--- src/rtl/instruction_fetch_pkg.sv ---
// rtl/instruction_fetch_pkg.sv - shared fetch-stage types, constants and opcodes
package instruction_fetch_pkg;

  localparam logic [1:0] ST_FETCH = 2'd0;
  localparam logic [1:0] ST_HOLD  = 2'd1;
  localparam logic [1:0] ST_DRAIN = 2'd2;

  localparam logic [31:0] IF_RESET_PC  = 32'h0000_0000;
  localparam logic [31:0] IF_NOP_INSTR = 32'h0000_0000;

  // Opcodes shared with the control unit and the decode hazard logic
  localparam logic [5:0] OP_RTYPE = 6'h00;
  localparam logic [5:0] OP_J     = 6'h02;
  localparam logic [5:0] OP_JAL   = 6'h03;
  localparam logic [5:0] OP_BEQ   = 6'h04;
  localparam logic [5:0] OP_BNE   = 6'h05;
  localparam logic [5:0] OP_ADDI  = 6'h08;
  localparam logic [5:0] OP_LW    = 6'h23;
  localparam logic [5:0] OP_SW    = 6'h2B;

  typedef struct packed {
    logic [31:0] instr;
    logic [31:0] pc4;
  } ifid_entry_t;

  function automatic logic [31:0] pc_plus4(input logic [31:0] pc);
    return pc + 32'd4;
  endfunction

endpackage

--- src/rtl/if_hold_buffer.sv ---
// rtl/if_hold_buffer.sv - one-entry {instr, pc4} holding register for stalled fetches
module if_hold_buffer
  import instruction_fetch_pkg::*;
(
  input  logic        clk,
  input  logic        rst,
  input  logic        load,
  input  logic        drop,
  input  ifid_entry_t din,
  output logic        valid,
  output ifid_entry_t dout
);

  always_ff @(posedge clk or negedge rst) begin
    if (!rst) begin
      valid <= 1'b0;
      dout  <= '0;
    end else if (drop) begin
      valid <= 1'b0;
    end else if (load) begin
      valid <= 1'b1;
      dout  <= din;
    end
  end

endmodule

--- src/rtl/instruction_fetch.sv ---
// rtl/instruction_fetch.sv - MIPS IF stage: PC, imem req/ack, IF/ID regs; IF_PERF_CNT_EN adds counters
module instruction_fetch
  import instruction_fetch_pkg::*;
#(
  parameter logic [31:0] RESET_PC  = IF_RESET_PC,
  parameter logic [31:0] NOP_INSTR = IF_NOP_INSTR
)
(
  input  logic        clk,
  input  logic        rst,
  input  logic        stall_in,
  input  logic        BorJ,
  input  logic [31:0] target_pc,
  output logic        imem_req,
  output logic [31:0] imem_addr,
  input  logic        imem_ack,
  input  logic [31:0] imem_rdata,
  output logic [31:0] instruction_if,
  output logic [31:0] PC_add_four_if,
  output logic        if_valid
`ifdef IF_PERF_CNT_EN
  ,
  output logic [31:0] fetch_cnt,
  output logic [31:0] bubble_cnt
`endif
);

  logic [1:0]  state;
  logic [31:0] pc;
  logic        acked;
  logic [31:0] pc4;
  logic [31:0] redirect_pc;
  logic        buf_load, buf_drop, buf_valid;
  logic        load_valid, load_bubble;
  ifid_entry_t buf_dout;

  assign acked       = imem_req & imem_ack;
  assign pc4         = pc_plus4(pc);
  assign redirect_pc = target_pc & ~32'h3;

  always_comb begin
    buf_load    = 1'b0;
    buf_drop    = BorJ;
    load_valid  = 1'b0;
    load_bubble = 1'b0;
    if (BorJ) begin
      load_bubble = 1'b1;
    end else begin
      case (state)
        ST_FETCH: begin
          if (acked && !stall_in)  load_valid  = 1'b1;
          else if (acked)          buf_load    = 1'b1;
          else if (!stall_in)      load_bubble = 1'b1;
        end
        ST_HOLD: begin
          if (!stall_in) begin
            load_valid = 1'b1;
            buf_drop   = 1'b1;
          end
        end
        default: ;
      endcase
    end
  end

  if_hold_buffer u_hold (
    .clk   (clk),
    .rst   (rst),
    .load  (buf_load),
    .drop  (buf_drop),
    .din   ('{instr: imem_rdata, pc4: pc4}),
    .valid (buf_valid),
    .dout  (buf_dout)
  );

  always_ff @(posedge clk or negedge rst) begin
    if (!rst) begin
      state     <= ST_FETCH;
      pc        <= RESET_PC;
      imem_req  <= 1'b0;
      imem_addr <= 32'h0;
    end else if (BorJ) begin
      pc <= redirect_pc;
      // An unacknowledged request must complete before the new target is issued
      if (imem_req && !imem_ack) begin
        state <= ST_DRAIN;
      end else begin
        state     <= ST_FETCH;
        imem_req  <= 1'b1;
        imem_addr <= redirect_pc;
      end
    end else begin
      case (state)
        ST_FETCH: begin
          if (acked) begin
            pc <= pc4;
            if (stall_in) begin
              state    <= ST_HOLD;
              imem_req <= 1'b0;
            end else begin
              imem_addr <= pc4;
            end
          end else if (!imem_req) begin
            imem_req  <= 1'b1;
            imem_addr <= pc;
          end
        end
        ST_HOLD: begin
          if (!stall_in) begin
            state     <= ST_FETCH;
            imem_req  <= 1'b1;
            imem_addr <= pc;
          end
        end
        ST_DRAIN: begin
          if (imem_ack) begin
            state     <= ST_FETCH;
            imem_addr <= pc;
          end
        end
        default: state <= ST_FETCH;
      endcase
    end
  end

  always_ff @(posedge clk or negedge rst) begin
    if (!rst) begin
      instruction_if <= NOP_INSTR;
      PC_add_four_if <= 32'h0;
      if_valid       <= 1'b0;
    end else if (load_bubble) begin
      instruction_if <= NOP_INSTR;
      PC_add_four_if <= 32'h0;
      if_valid       <= 1'b0;
    end else if (load_valid) begin
      if (state == ST_HOLD) begin
        instruction_if <= buf_dout.instr;
        PC_add_four_if <= buf_dout.pc4;
        if_valid       <= buf_valid;
      end else begin
        instruction_if <= imem_rdata;
        PC_add_four_if <= pc4;
        if_valid       <= 1'b1;
      end
    end
  end

`ifdef IF_PERF_CNT_EN
  always_ff @(posedge clk or negedge rst) begin
    if (!rst) begin
      fetch_cnt  <= 32'h0;
      bubble_cnt <= 32'h0;
    end else begin
      if (load_valid)  fetch_cnt  <= fetch_cnt + 32'd1;
      if (load_bubble) bubble_cnt <= bubble_cnt + 32'd1;
    end
  end
`endif

endmodule

--- config.mk ---
export PLATFORM = sky130hd
export DESIGN_NAME = instruction_fetch
export DESIGN_NICKNAME = d
export VERILOG_FILES = /design/src/rtl/instruction_fetch_pkg.sv /design/src/rtl/if_hold_buffer.sv /design/src/rtl/instruction_fetch.sv
export SDC_FILE = /design/constraint.sdc
export NUM_CORES = 1
export LEC_CHECK = 0
export ABC_AREA = 1
export BUFFER_PORTS_ARGS = -buffer_cell sky130_fd_sc_hd__buf_4
export CORE_MARGIN = 8
export CORE_UTILIZATION = 50
export CTS_BUF_LIST = sky130_fd_sc_hd__clkbuf_2 sky130_fd_sc_hd__clkbuf_4 sky130_fd_sc_hd__clkbuf_8
export CTS_CLUSTER_DIAMETER = 200
export DETAILED_ROUTE_END_ITERATION = 10
export PLACE_DENSITY_LB_ADDON = 0.3
export SLEW_MARGIN = 25
export SYNTH_ARGS = -nofsm -noshare
export SYNTH_HDL_FRONTEND = slang
export SYNTH_SLANG_ARGS = --single-unit
--- constraint.sdc ---
create_clock -name clk -period 2.19 [get_ports clk]
set_input_delay 0.438 -clock clk [delete_from_list [all_inputs] [get_ports clk]]
set_output_delay 0.438 -clock clk [all_outputs]
set_load 0.03 [all_outputs]
==> Yosys cells after proc, flatten, opt, wreduce, memory -nomap -nowiden <==
Index checks and enable logic that the tools add are counted.
{ "word_totals": {"output_inout_bits": 98, "ff_bits": 197, "word_cells": 88} }
{ "classes": {"bitwise_logic": 2, "muxes": 49, "addsub": 1, "n_eq_ne": 10, "reduce_logical": 16} }
{ "ops": {"columns": ["cell", "n"], "rows": [
  ["2-to-1 mux 32 bit", 16],
  ["one-hot mux 32 bit (3 select lines)", 1],
  ["adder 32 x 3 -> 32 bit (second input constant)", 1],
  ["2-to-1 mux 1 bit", 23],
  ["2-to-1 mux 2 bit", 6],
  ["!= test 3 bit (second input constant)", 4],
  ["!= test 4 bit (second input constant)", 3],
  ["AND reduction 4 bit", 2],
  ["nonzero test 2 bit", 4],
  ["one-hot mux 2 bit (3 select lines)", 1],
  ["AND reduction 6 bit", 1],
  ["one-hot mux 1 bit (2 select lines)", 2],
  ["AND reduction 2 bit", 2],
  ["nonzero test 4 bit", 1],
  ["nonzero test 3 bit", 1],
  ["equality test 2 x 1 -> 1 bit (second input constant)", 1],
  ["equality test 2 bit (second input constant)", 1],
  ["logical AND 1 bit", 2],
  ["zero test 1 bit", 2],
  ["zero test 2 bit", 1],
  ["!= test 2 bit (second input constant)", 1],
  ["AND 1 bit", 1],
  ["inverter 1 bit", 1]
]} }

==> Depth between registers and ports, before layout <==
Gate-level depths: netlist of the first run.
{ "logic_depth": {"depth_word": 7, "ltp_mapped": 12, "depth_no_buf": 11} }

==> Hierarchy <==
A second synthesis of the first run with hierarchy kept.
{ "unflattened": {"cells_unflattened": 1258, "area_unflattened_um2": 9905.8} }
{ "by_module_without_submodules": {"columns": ["mod", "instances", "cells_per_inst", "seq_area_each_um2", "area_each_um2"], "rows": [
  ["instruction_fetch", 1, 976, 3228.1, 7297.0],
  ["if_hold_buffer", 1, 282, 1626.6, 2608.8]
]} }

==> Least setup slack after synthesis of the first run <==
OpenSTA, ideal clock, no wires.
{ "synth_timing": {"kind": "register -> register", "startpoint": "register state[0]", "endpoint": "register imem_addr[12]", "setup_slack_ps": 580, "path_stages_with_launch": 12, "required_ps": 2066, "n_path_buf": 1, "setup_ps": 124, "arrival_time_ps": 1486, "path_cell_list": "dfrtp_1 > inv_1 > ha_1 > inv_1 > nor2_1 > nand3_1 > nand2_1 > nor2_2 > nand3_4 > buf_4 > a21oi_1 > a21oi_1"} }
{ "synth_via": {"elab_chain_cells": 3, "elab_cells_between_ends": 11} }
{ "synth_rtl": {"columns": ["item", "line_no", "rtl"], "rows": [
  ["start: declaration", "instruction_fetch.sv:28", "logic [1:0] state;"],
  ["start signal: assignment", "instruction_fetch.sv:78", "state <= ST_FETCH;"],
  ["start signal: assignment", "instruction_fetch.sv:86", "state <= ST_DRAIN;"],
  ["start signal: assignment", "instruction_fetch.sv:88", "state <= ST_FETCH;"],
  ["equality test 2 bit, or another cell as far along", "instruction_fetch.sv:93", "case (state)"],
  ["!= test 3 bit (no line), or another cell as far along", null, null],
  ["AND reduction 6 bit (no line) / 2-to-1 mux 32 bit (equally long branches)", null, null],
  ["end signal: assignment", "instruction_fetch.sv:90", "imem_addr <= redirect_pc;"],
  ["end signal: assignment", "instruction_fetch.sv:101", "imem_addr <= pc4;"],
  ["end signal: assignment", "instruction_fetch.sv:105", "imem_addr <= pc;"],
  ["end: declaration", "instruction_fetch.sv:15", "output logic [31:0] imem_addr,"]
]} }
Several ways; a longest one is shown, not always the timed one.
A chain may end at the register's enable or synchronous reset.

==> Worst setup path after layout of the first run <==
{ "layout_timing": {"startpoint": "register pc[2]", "endpoint": "register PC_add_four_if[20]"} }
{ "layout_via": {"elab_chain_cells": 4} }
{ "layout_rtl": {"columns": ["item", "line_no", "rtl"], "rows": [
  ["start: declaration", "instruction_fetch.sv:29", "logic [31:0] pc;"],
  ["start signal: assignment", "instruction_fetch.sv:83", "pc <= redirect_pc;"],
  ["start signal: assignment", "instruction_fetch.sv:96", "pc <= pc4;"],
  ["adder 32 x 3 -> 32 bit", "instruction_fetch_pkg.sv:27", "return pc + 32'd4;"],
  ["2-to-1 mux 32 bit", "instruction_fetch.sv:136", "if (state == ST_HOLD) begin"],
  ["2-to-1 mux 32 bit", "instruction_fetch.sv:135", "end else if (load_valid) begin"],
  ["2-to-1 mux 32 bit", "instruction_fetch.sv:131", "end else if (load_bubble) begin"],
  ["end signal: assignment", "instruction_fetch.sv:138", "PC_add_four_if <= buf_dout.pc4;"],
  ["end signal: assignment", "instruction_fetch.sv:142", "PC_add_four_if <= pc4;"],
  ["end: declaration", "instruction_fetch.sv:19", "output logic [31:0] PC_add_four_if,"]
]} }
No other way between the ends. The select of a mux whose other input is x is not followed.

==> impl_metrics.tcl, run 1 <==
set metrics [dict create \
    cp_top_family "simple AND/OR/NAND/NOR gates" \
    worst_setup_path_end_kind "flop" \
    antenna_found_initial 0 \
    cts.sinks 190 \
    cp.required_ps 2550 \
    grt_use_total 0.218 \
    final_area_um2 11300 \
    wirelength_um 25300 \
    leakage_nw 5.64 \
    die_y_um 154 \
    min_from "imem_rdata[24]" \
    drcViolationCount 0 \
    worst_pin_slew_ps 572 \
    root_buffer "clkbuf_8" \
    synth_area_um2 9530 \
    timing.final.crit_share 0.918 \
    gp_congestion 0.913 \
    area_growth_pct 18.8 \
    clockBufferDepth 2 \
    grt.overflow.total 0 \
    yosys.area_share.adder 0.00525 \
    cp.depth 10 \
    cp_max_fo 7 \
    viasPerCell 5.30 \
    p_clk_frac 0.156 \
    path_class "reg2reg" \
    hold_viol 0 \
    dp_hpwl_um 18200 \
    worst_path_max_delay_cell "dfrtp_1" \
    hold-path-endpoint "u_hold.dout[56]" \
    grt_pass1_wl_um 42000 \
    post_cts_buffers 0 \
    drive_gt1_frac 0.185 \
    coreArea_um2 18700 \
    place_area_um2 10900 \
    hold_path_class "in2reg" \
    synth_xor_xnor_area_share 0.00552 \
    htreeDepth 4 \
    critPathLaunchType "flop" \
    clk_pin_slew_ps 110 \
    grt_start_max_net_pins 68 \
    power_frac_seq 0.382 \
    die_w_um 154 \
    crit_path_max_incr_delay_ps 470 \
    n_antenna_cell 0 \
    final_cell_count_no_fill 1583 \
    status "completed" \
    boundaryPins 167 \
    synth_top_family_by_area "simple AND/OR/NAND/NOR gates" \
    drtIter0Drc 708 \
    max_freq_ghz 0.497 \
    r2r-start "pc[2]" \
    yosys_warnings 0 \
    ys_types 36 \
    synth_top_area_frac 0.499 \
    ys_seq_elements 190 \
    pwr-share-comb 0.462 \
    internal-power_w 0.00835 \
    crit_path_cell_trace "ha_1 > nand2_1 > nor2_2 > nand2_2 > nor2_4 > nand2_1 > nand2_1 > nand2_1 > o21ai_0 > nand2_1" \
    yosysSeqAreaShare 0.499 \
    hold_path_depth 3 \
    ir_drop_mv 0.732 \
    arrival_ps 2370 \
    maxSlewViolCount 0 \
    p_per_area_nw_per_um2 1340 \
    setup-violations-final 0 \
    synthMuxAreaShare 0.0326 \
    finalSetupTns_ps 0 \
    fin_skew_ps 14.7 \
    cp_num_buf_inv 0 \
    hold_slack_ps 158 \
    fp.dieArea_um2 23700 \
    pre_cts_ws_ps 222 \
    final_antenna_net_count 0 \
    grt_pass1_vias 8228 \
    rr_endpoint "PC_add_four_if[20]" \
    dr.pass1.iters 6 \
    synthSimpleGateAreaFrac 0.238 \
    grt_setup_unrepaired "no" \
    netSwitchingFraction 0.451 \
    post_drt_wl_per_cell_um 16.0 \
    rows 50 \
    finalCriticalPeriod_ps 2010 \
    initial_core_util 0.509 \
    startpoint "pc[2]" \
    ys_top_cells_by_area "dfrtp_1, nand2_1, o21ai_0, a21oi_1, nor2_1" \
    r2r_cells 10 \
    yosysTopAreaCell "dfrtp_1" \
    clock_latency_ps 480 \
    dr_total_vias 8396 \
    path_common_cell "nand2_1" \
    cts_tree "yes" \
    dp_cells 1550 \
    cts_buffers 17 \
    power.switching_w 0.00685 \
    synth_compound_area_frac 0.142 \
    fin_nets 1409 \
    slew_headroom 0.619 \
    drv_cap 0 \
    synthCells 1195 \
    avgSynthCellArea_um2 7.97 \
    reg2reg_slack_ps 180 \
    io_buffers 162 \
    final_critical_path_setup_slack_ps 179 \
]
[cells by family after synthesis]
| logic type | after synthesis |
|---|---|
| AND/OR/NAND/NOR | 557 |
| AO/OA/AOI/OAI | 248 |
| adder cells (fa/ha/maj) | 4 |
| other | 1 |
| flip-flops | 190 |
| XOR/XNOR | 6 |
| buffers and inverters | 158 |
| multiplexers | 31 |
[cell type report]
type,instances,area (um^2)
Clock inverter,14,150
Inverter,95,359
Tap cell,234,293
Sequential cell,190,4750
Multi-Input combinational cell,848,4060
Clock buffer,18,248
Timing Repair Buffer,184,1460
Fill cell,1693,7380
[synthesized netlist by cell type, drive strengths merged]
library cell,count
a21boi,1
a21oi,88
a31oi,3
and2,7
buf,45
clkbuf,18
conb,1
dfrtp,190
ha,4
inv,95
mux2i,31
nand2,391
nand3,34
nor2,125
o211ai,21
o21ai,121
o21bai,6
o221ai,6
o31ai,2
xnor2,1
xor2,5
[timing repair]
item	4_1_cts	5_1_grt
hold buffers	1	0
endpoints found under the hold margin	53	0
endpoints found under the setup margin	0	1
gates resized for setup	0	1
[metrics by stage]
step / total power [W] / utilization
after floorplan: 0.0104 / -
after detailed placement: 0.0129 / 0.583
after global routing: 0.0162 / 0.605
after CTS: 0.0153 / 0.605
after global placement: 0.0127 / 0.583
final: 0.0152 / 0.605
[state kept, by name, indices dropped and copies added, names as in the netlist]
name and count:
u_hold.dout 62, instruction_if 32, imem_addr 31, PC_add_four_if 30
pc 30, state 2, if_valid 1, imem_req 1
u_hold.valid 1
[power by group through the flow]
stage          Combinational, W  Clock [W]  Sequential [W]
2_1_floorplan           0.00322          0         0.00722
3_3_place_gp            0.00689          0         0.00582
3_5_place_dp            0.00704          0         0.00586
4_1_cts                 0.00706    0.00242         0.00581
5_1_grt                 0.00769    0.00255         0.00600
6_report                0.00702    0.00238         0.00581
[worst max path at each step]
stage / to / slack [ps]
finish: PC_add_four_if[20] / 180
global route: PC_add_four_if[20] / 30
CTS: imem_addr[16] / 200
detailed placement: imem_addr[26] / 220
global placement: imem_addr[9] / 330
floorplan: imem_addr[12] / 580
[worst register-to-register path, delay by kind of cell (launching register included)]
kind            cells  cell delay, ps
fa+ha+maj           1             250
compound gates      1             220
simple gates        8             950
flops               1             470
[routing by layer]
metal / up-vias / share of wire / GRT usage / wire (um)
met5: - / 0 / 0 / 0
met4: 0 / 0.017 / 0.0714 / 425
met3: 30 / 0.064 / 0.0437 / 1610
met2: 283 / 0.45 / 0.328 / 11400
met1: 3976 / 0.47 / 0.308 / 11900
li1: 4107 / - / - / -
[cell usage in the layout, fill, tap and decap left out, types with 2 or more instances in the layout]
cell type     n
nand2_2       5
ha_1          3
a21oi_1      87
nor2_2        9
buf_4       176
conb_1        2
xor2_1        5
o21ai_0     105
inv_1        88
buf_12        5
and2_1        7
dfrtp_1     190
o221ai_1      5
nor2_4        5
nor2_1      110
nand3_1      31
o211ai_1     21
mux2i_1      31
a31oi_1       3
clkbuf_8     19
o21bai_1      6
clkinvlp_4    2
nand2_1     386
nand3_4       2
inv_8         2
inv_6         6
o21ai_1      16
inv_2         6
No activity file was read; power rests on OpenSTA's default activity.
==> run 2, diff against run 1 <==
--- a/config.mk
+++ b/config.mk
@@ -7,7 +7,7 @@
 export LEC_CHECK = 0
 export ABC_AREA = 1
 export BUFFER_PORTS_ARGS = -buffer_cell sky130_fd_sc_hd__buf_4
-export CORE_MARGIN = 8
+export CORE_MARGIN = 2
 export CORE_UTILIZATION = 50
 export CTS_BUF_LIST = sky130_fd_sc_hd__clkbuf_2 sky130_fd_sc_hd__clkbuf_4 sky130_fd_sc_hd__clkbuf_8
 export CTS_CLUSTER_DIAMETER = 200
==> run 2 against run 1 <==
Effect of this change: worst hold slack improved by 4.9 ps; final cell count about the same; clock skew increased by 8.9 ps; register-to-register slack improved by 20 ps; design area increased by 0.59%; fmax increased by 0.94%; sequential share of layout area decreased by 0.24 points; total power increased by 0.57%; via count decreased by 1.5%; critical path depth unchanged; count of clock-buffer cells in the layout unchanged; critical path type unchanged; largest power group unchanged; highest routed layer unchanged.
==> impl_metrics.tcl, run 2 (synthesized netlist as in run 1, its figures left out) <==
set metrics [dict create \
    status "completed" \
    drv_cap 0 \
    largest_register_ffs 62 \
    die_w_um 142 \
    grt_pass1_wl_um 39800 \
    clk_pin_slew_ps 120 \
    area_growth_pct 19.5 \
    grt_pass1_vias 7858 \
    largest_register "u_hold.dout" \
    final_area_um2 11400 \
    leakage_nw 5.67 \
    path_class "reg2reg" \
    coreArea_um2 18700 \
    r2r-start "pc[2]" \
    reg2reg_slack_ps 200 \
    nFillCells 1656 \
    ir_drop_mv 0.802 \
    root_buffer "clkbuf_8" \
    drtIter0Drc 572 \
    n_antenna_cell 0 \
    hold-path-endpoint "u_hold.dout[53]" \
    layout_commonest_cell "nand2_1" \
    gp_congestion 0.917 \
    critPathLaunchType "flop" \
    rr_endpoint "PC_add_four_if[30]" \
    power.total_w 0.0153 \
    final_antenna_net_count 0 \
    grt_setup_unrepaired "no" \
    finalCriticalPeriod_ps 1990 \
    worst_pin_slew_ps 608 \
    maxSlewViolCount 0 \
    boundaryPins 167 \
    post_drt_wl_per_cell_um 15.4 \
    cts_tree "yes" \
    cp.required_ps 2540 \
    io_buffers 162 \
    die_y_um 142 \
    initial_core_util 0.509 \
    grt_use_total 0.248 \
    slew_headroom 0.595 \
    hold_path_class "in2reg" \
    fin_nets 1410 \
    arrival_ps 2340 \
    dp_hpwl_um 17200 \
    hold_viol 0 \
    p_per_area_nw_per_um2 1340 \
    viasPerCell 5.22 \
    timing.final.crit_share 0.910 \
    drcViolationCount 0 \
    cts_buffers 17 \
    pre_cts_ws_ps 203 \
    clock_latency_ps 480 \
    register_area_um2 4750 \
    wirelength_um 24400 \
    dr_total_vias 8267 \
    r2r_cells 10 \
    htreeDepth 4 \
    min_from "imem_rdata[21]" \
    dr.pass1.iters 5 \
    cp_max_fo 7 \
    fin_skew_ps 23.6 \
    grt.overflow.total 0 \
    place_area_um2 10900 \
    multi_input_area_um2 4060 \
    drive_gt1_frac 0.186 \
    hold_path_depth 3 \
    setup-violations-final 0 \
    finalSetupTns_ps 0 \
    clockBufferDepth 2 \
    final_cell_mix "nand2_1, dfrtp_1, buf_4" \
    worst_setup_path_end_kind "flop" \
    rows 50 \
    top_regs "u_hold.dout x62, instruction_if x32, imem_addr x31" \
    antenna_found_initial 0 \
    fp.dieArea_um2 20200 \
    grt_start_max_net_pins 72 \
    cts.sinks 190 \
    final_critical_path_setup_slack_ps 198 \
    max_freq_ghz 0.502 \
]
-- run 2: critical path, stage by stage (launching register included) --
cell and delay (ps):
dfrtp_1 450, ha_1 250, nand2_1 100, nor2_2 150, nand2_2 160, nor2_2 200
nand2_1 70, nand2_1 70, nand2_1 140, o21ai_1 170, nand2_1 80
-- run 2: how the worst max path moves through the flow --
stage                     startpoint            endpoint  slack (ps)  depth (start not counted)
after global routing        state[0]       imem_addr[19]          50                         11
after floorplan             state[0]       imem_addr[12]         580                         11
after global placement      state[1]   PC_add_four_if[7]         300                          8
after CTS                   state[1]   PC_add_four_if[9]         170                          8
final                          pc[2]  PC_add_four_if[30]         200                         10
after detailed placement    state[1]   PC_add_four_if[9]         200                          8
-- run 2: area by class of cell --
type	instances	share of cell area
timing repair buffer	184	0.131
clock inverter	14	0.0151
clock buffer	18	0.0218
multi-input combinational	848	0.357
tap	234	0.0257
timing repair inverter	1	0.000659
sequential	190	0.418
inverter	95	0.0319
-- run 2: per-layer routing --
layer  vias up  global-route usage  routed length, um
li1       4116                   -                  -
met1      3865               0.367              11800
met2       258               0.376              10800
met3        28              0.0444               1460
met4         0              0.0716                386
met5         -                   0                  0
-- run 2: through the flow --
step	utilization	std cells	hold slack, ps
floorplan	-	1196	142
global placement	0.585	1550	400
detailed placement	0.585	1550	401
CTS	0.608	1583	130
global route	0.609	1584	149
finish	0.609	1584	163
-- run 2: power by group --
part	internal [W]	switching, W	total, W
Clock	0.00109	0.00138	0.00247
Combinational	0.00245	0.00455	0.00700
Sequential	0.00495	0.000868	0.00582
-- run 2: what timing repair did --
action,4_1_cts,5_1_grt
setup buffers,0,0
setup endpoints to repair,0,1
resized for setup,0,2
hold endpoints to repair,36,0
hold buffers,1,0
==> run 3, diff against run 2 <==
--- a/config.mk
+++ b/config.mk
@@ -12,7 +12,8 @@
 export CTS_BUF_LIST = sky130_fd_sc_hd__clkbuf_2 sky130_fd_sc_hd__clkbuf_4 sky130_fd_sc_hd__clkbuf_8
 export CTS_CLUSTER_DIAMETER = 200
 export DETAILED_ROUTE_END_ITERATION = 10
-export PLACE_DENSITY_LB_ADDON = 0.3
+export HOLD_SLACK_MARGIN = 0.06
+export PLACE_DENSITY_LB_ADDON = 0.08
 export SLEW_MARGIN = 25
 export SYNTH_ARGS = -nofsm -noshare
 export SYNTH_HDL_FRONTEND = slang
==> run 3 against run 2 <==
Effect of this change: combinational power hardly changed; design area about the same; global-route usage increased by 0.78 points.
==> impl_metrics.tcl, run 3 (synthesized netlist as in run 1, its figures left out) <==
set metrics [dict create \
    status "completed" \
    drtIter0Drc 612 \
    path_class "reg2reg" \
    viasPerCell 5.23 \
    r2r_cells 11 \
    area_growth_pct 19.6 \
    final_cell_mix "nand2_1, dfrtp_1, buf_4" \
    p_per_area_nw_per_um2 1340 \
    reg2reg_slack_ps 160 \
    final_cell_count_no_fill 1586 \
    startpoint "pc[2]" \
    clk_pin_slew_ps 110 \
    maxSlewViolCount 0 \
    drcViolationCount 0 \
    fp.dieArea_um2 20200 \
    boundaryPins 167 \
    fin_skew_ps 13.0 \
    pre_cts_ws_ps 202 \
    wirelength_um 24900 \
    arrival_ps 2410 \
    slew_headroom 0.580 \
    rows 50 \
    max_freq_ghz 0.492 \
    cp.required_ps 2560 \
    die_w_um 142 \
    clock_latency_ps 480 \
    critPathLaunchType "flop" \
    ir_drop_mv 0.701 \
    coreArea_um2 18700 \
    htreeDepth 4 \
    hold_viol 0 \
    dr.pass1.iters 5 \
    largest_register "u_hold.dout" \
    grt_pass1_wl_um 40700 \
    cts_tree "yes" \
    leakage_nw 5.67 \
    worst_setup_path_end_kind "flop" \
    antenna_found_initial 0 \
    hold_slack_ps 148 \
    root_buffer "clkbuf_8" \
    drv_cap 0 \
    cp_max_fo 7 \
    grt.overflow.total 0 \
    n_antenna_cell 0 \
    timing.final.crit_share 0.929 \
    finalSetupTns_ps 0 \
    r2r-start "pc[2]" \
    clockBufferDepth 2 \
    top_regs "u_hold.dout x62, instruction_if x32, imem_addr x31" \
    crit_path_end "PC_add_four_if[28]" \
    dp_hpwl_um 17600 \
    grt_setup_unrepaired "no" \
    grt_start_max_net_pins 68 \
    final_critical_path_setup_slack_ps 156 \
    rr_endpoint "PC_add_four_if[28]" \
    initial_core_util 0.509 \
    largest_register_ffs 62 \
    place_area_um2 11000 \
    dp_cells 1553 \
    grt_pass1_vias 7837 \
    worst_pin_slew_ps 629 \
    grt_use_total 0.256 \
    io_buffers 162 \
    final_area_um2 11400 \
    cts.sinks 190 \
    final_antenna_net_count 0 \
    layout_commonest_cell "nand2_1" \
    post_drt_wl_per_cell_um 15.7 \
    setup-violations-final 0 \
    fin_nets 1412 \
    die_y_um 142 \
    dr_total_vias 8288 \
    gp_congestion 0.954 \
    finalCriticalPeriod_ps 2030 \
    drive_gt1_frac 0.186 \
    hold_path_class "in2reg" \
    cts_buffers 17 \
]
-- run 3: per-layer routing --
metal / GRT usage / part of all wire
met4: 0.0632 / 0.015
met5: 0 / 0
met1: 0.373 / 0.48
met2: 0.402 / 0.46
met3: 0.0407 / 0.047
-- run 3: power by group --
part	internal [W]	switching (W)	leakage, nW	total (W)
sequential	0.00495	0.000862	2.38	0.00581
clock	0.00109	0.00142	0.210	0.00252
combinational	0.00245	0.00454	3.08	0.00699
total	0.00850	0.00682	5.67	0.0153
-- run 3: metrics by stage --
stage	total power (W)	utilization
2_1_floorplan	0.0104	-
3_3_place_gp	0.0128	0.586
3_5_place_dp	0.0129	0.586
4_1_cts	0.0154	0.609
5_1_grt	0.0164	0.609
6_report	0.0153	0.609
-- run 3: area by class of cell --
cell class                      count  area (um^2)
Clock buffer                       18          248
Clock inverter                     14          180
Fill cell                        1734         7310
Inverter                           95          359
Multi-Input combinational cell    848         4060
Sequential cell                   190         4750
Tap cell                          234          293
Timing Repair Buffer              187         1500
-- run 3: timing repair --
action,in CTS,in global routing
hold buffers,1,0
gates resized for setup,0,0
endpoints found under the hold margin,40,0
buffers inserted,0,0
-- run 3: how the worst min path moves through the flow --
stage	startpoint	to	cells past startpoint
3_3_place_gp	rst	instruction_if[7]	1
2_1_floorplan	rst	PC_add_four_if[10]	0
6_report	imem_rdata[13]	u_hold.dout[45]	3
4_1_cts	imem_rdata[30]	u_hold.dout[62]	3
3_5_place_dp	rst	instruction_if[7]	1
5_1_grt	imem_rdata[30]	u_hold.dout[62]	3
-- run 3: worst max-delay path, cell delays in order, from the launching register on --
cell and delay [ps]:
dfrtp_1 480, ha_1 250, nand2_1 100, nor2_2 140, nand2_2 160, nor2_4 190, nand2_1 70, nand2_1 70
and2_1 280, nand2_1 90, nand2_1 70, nand2_1 40
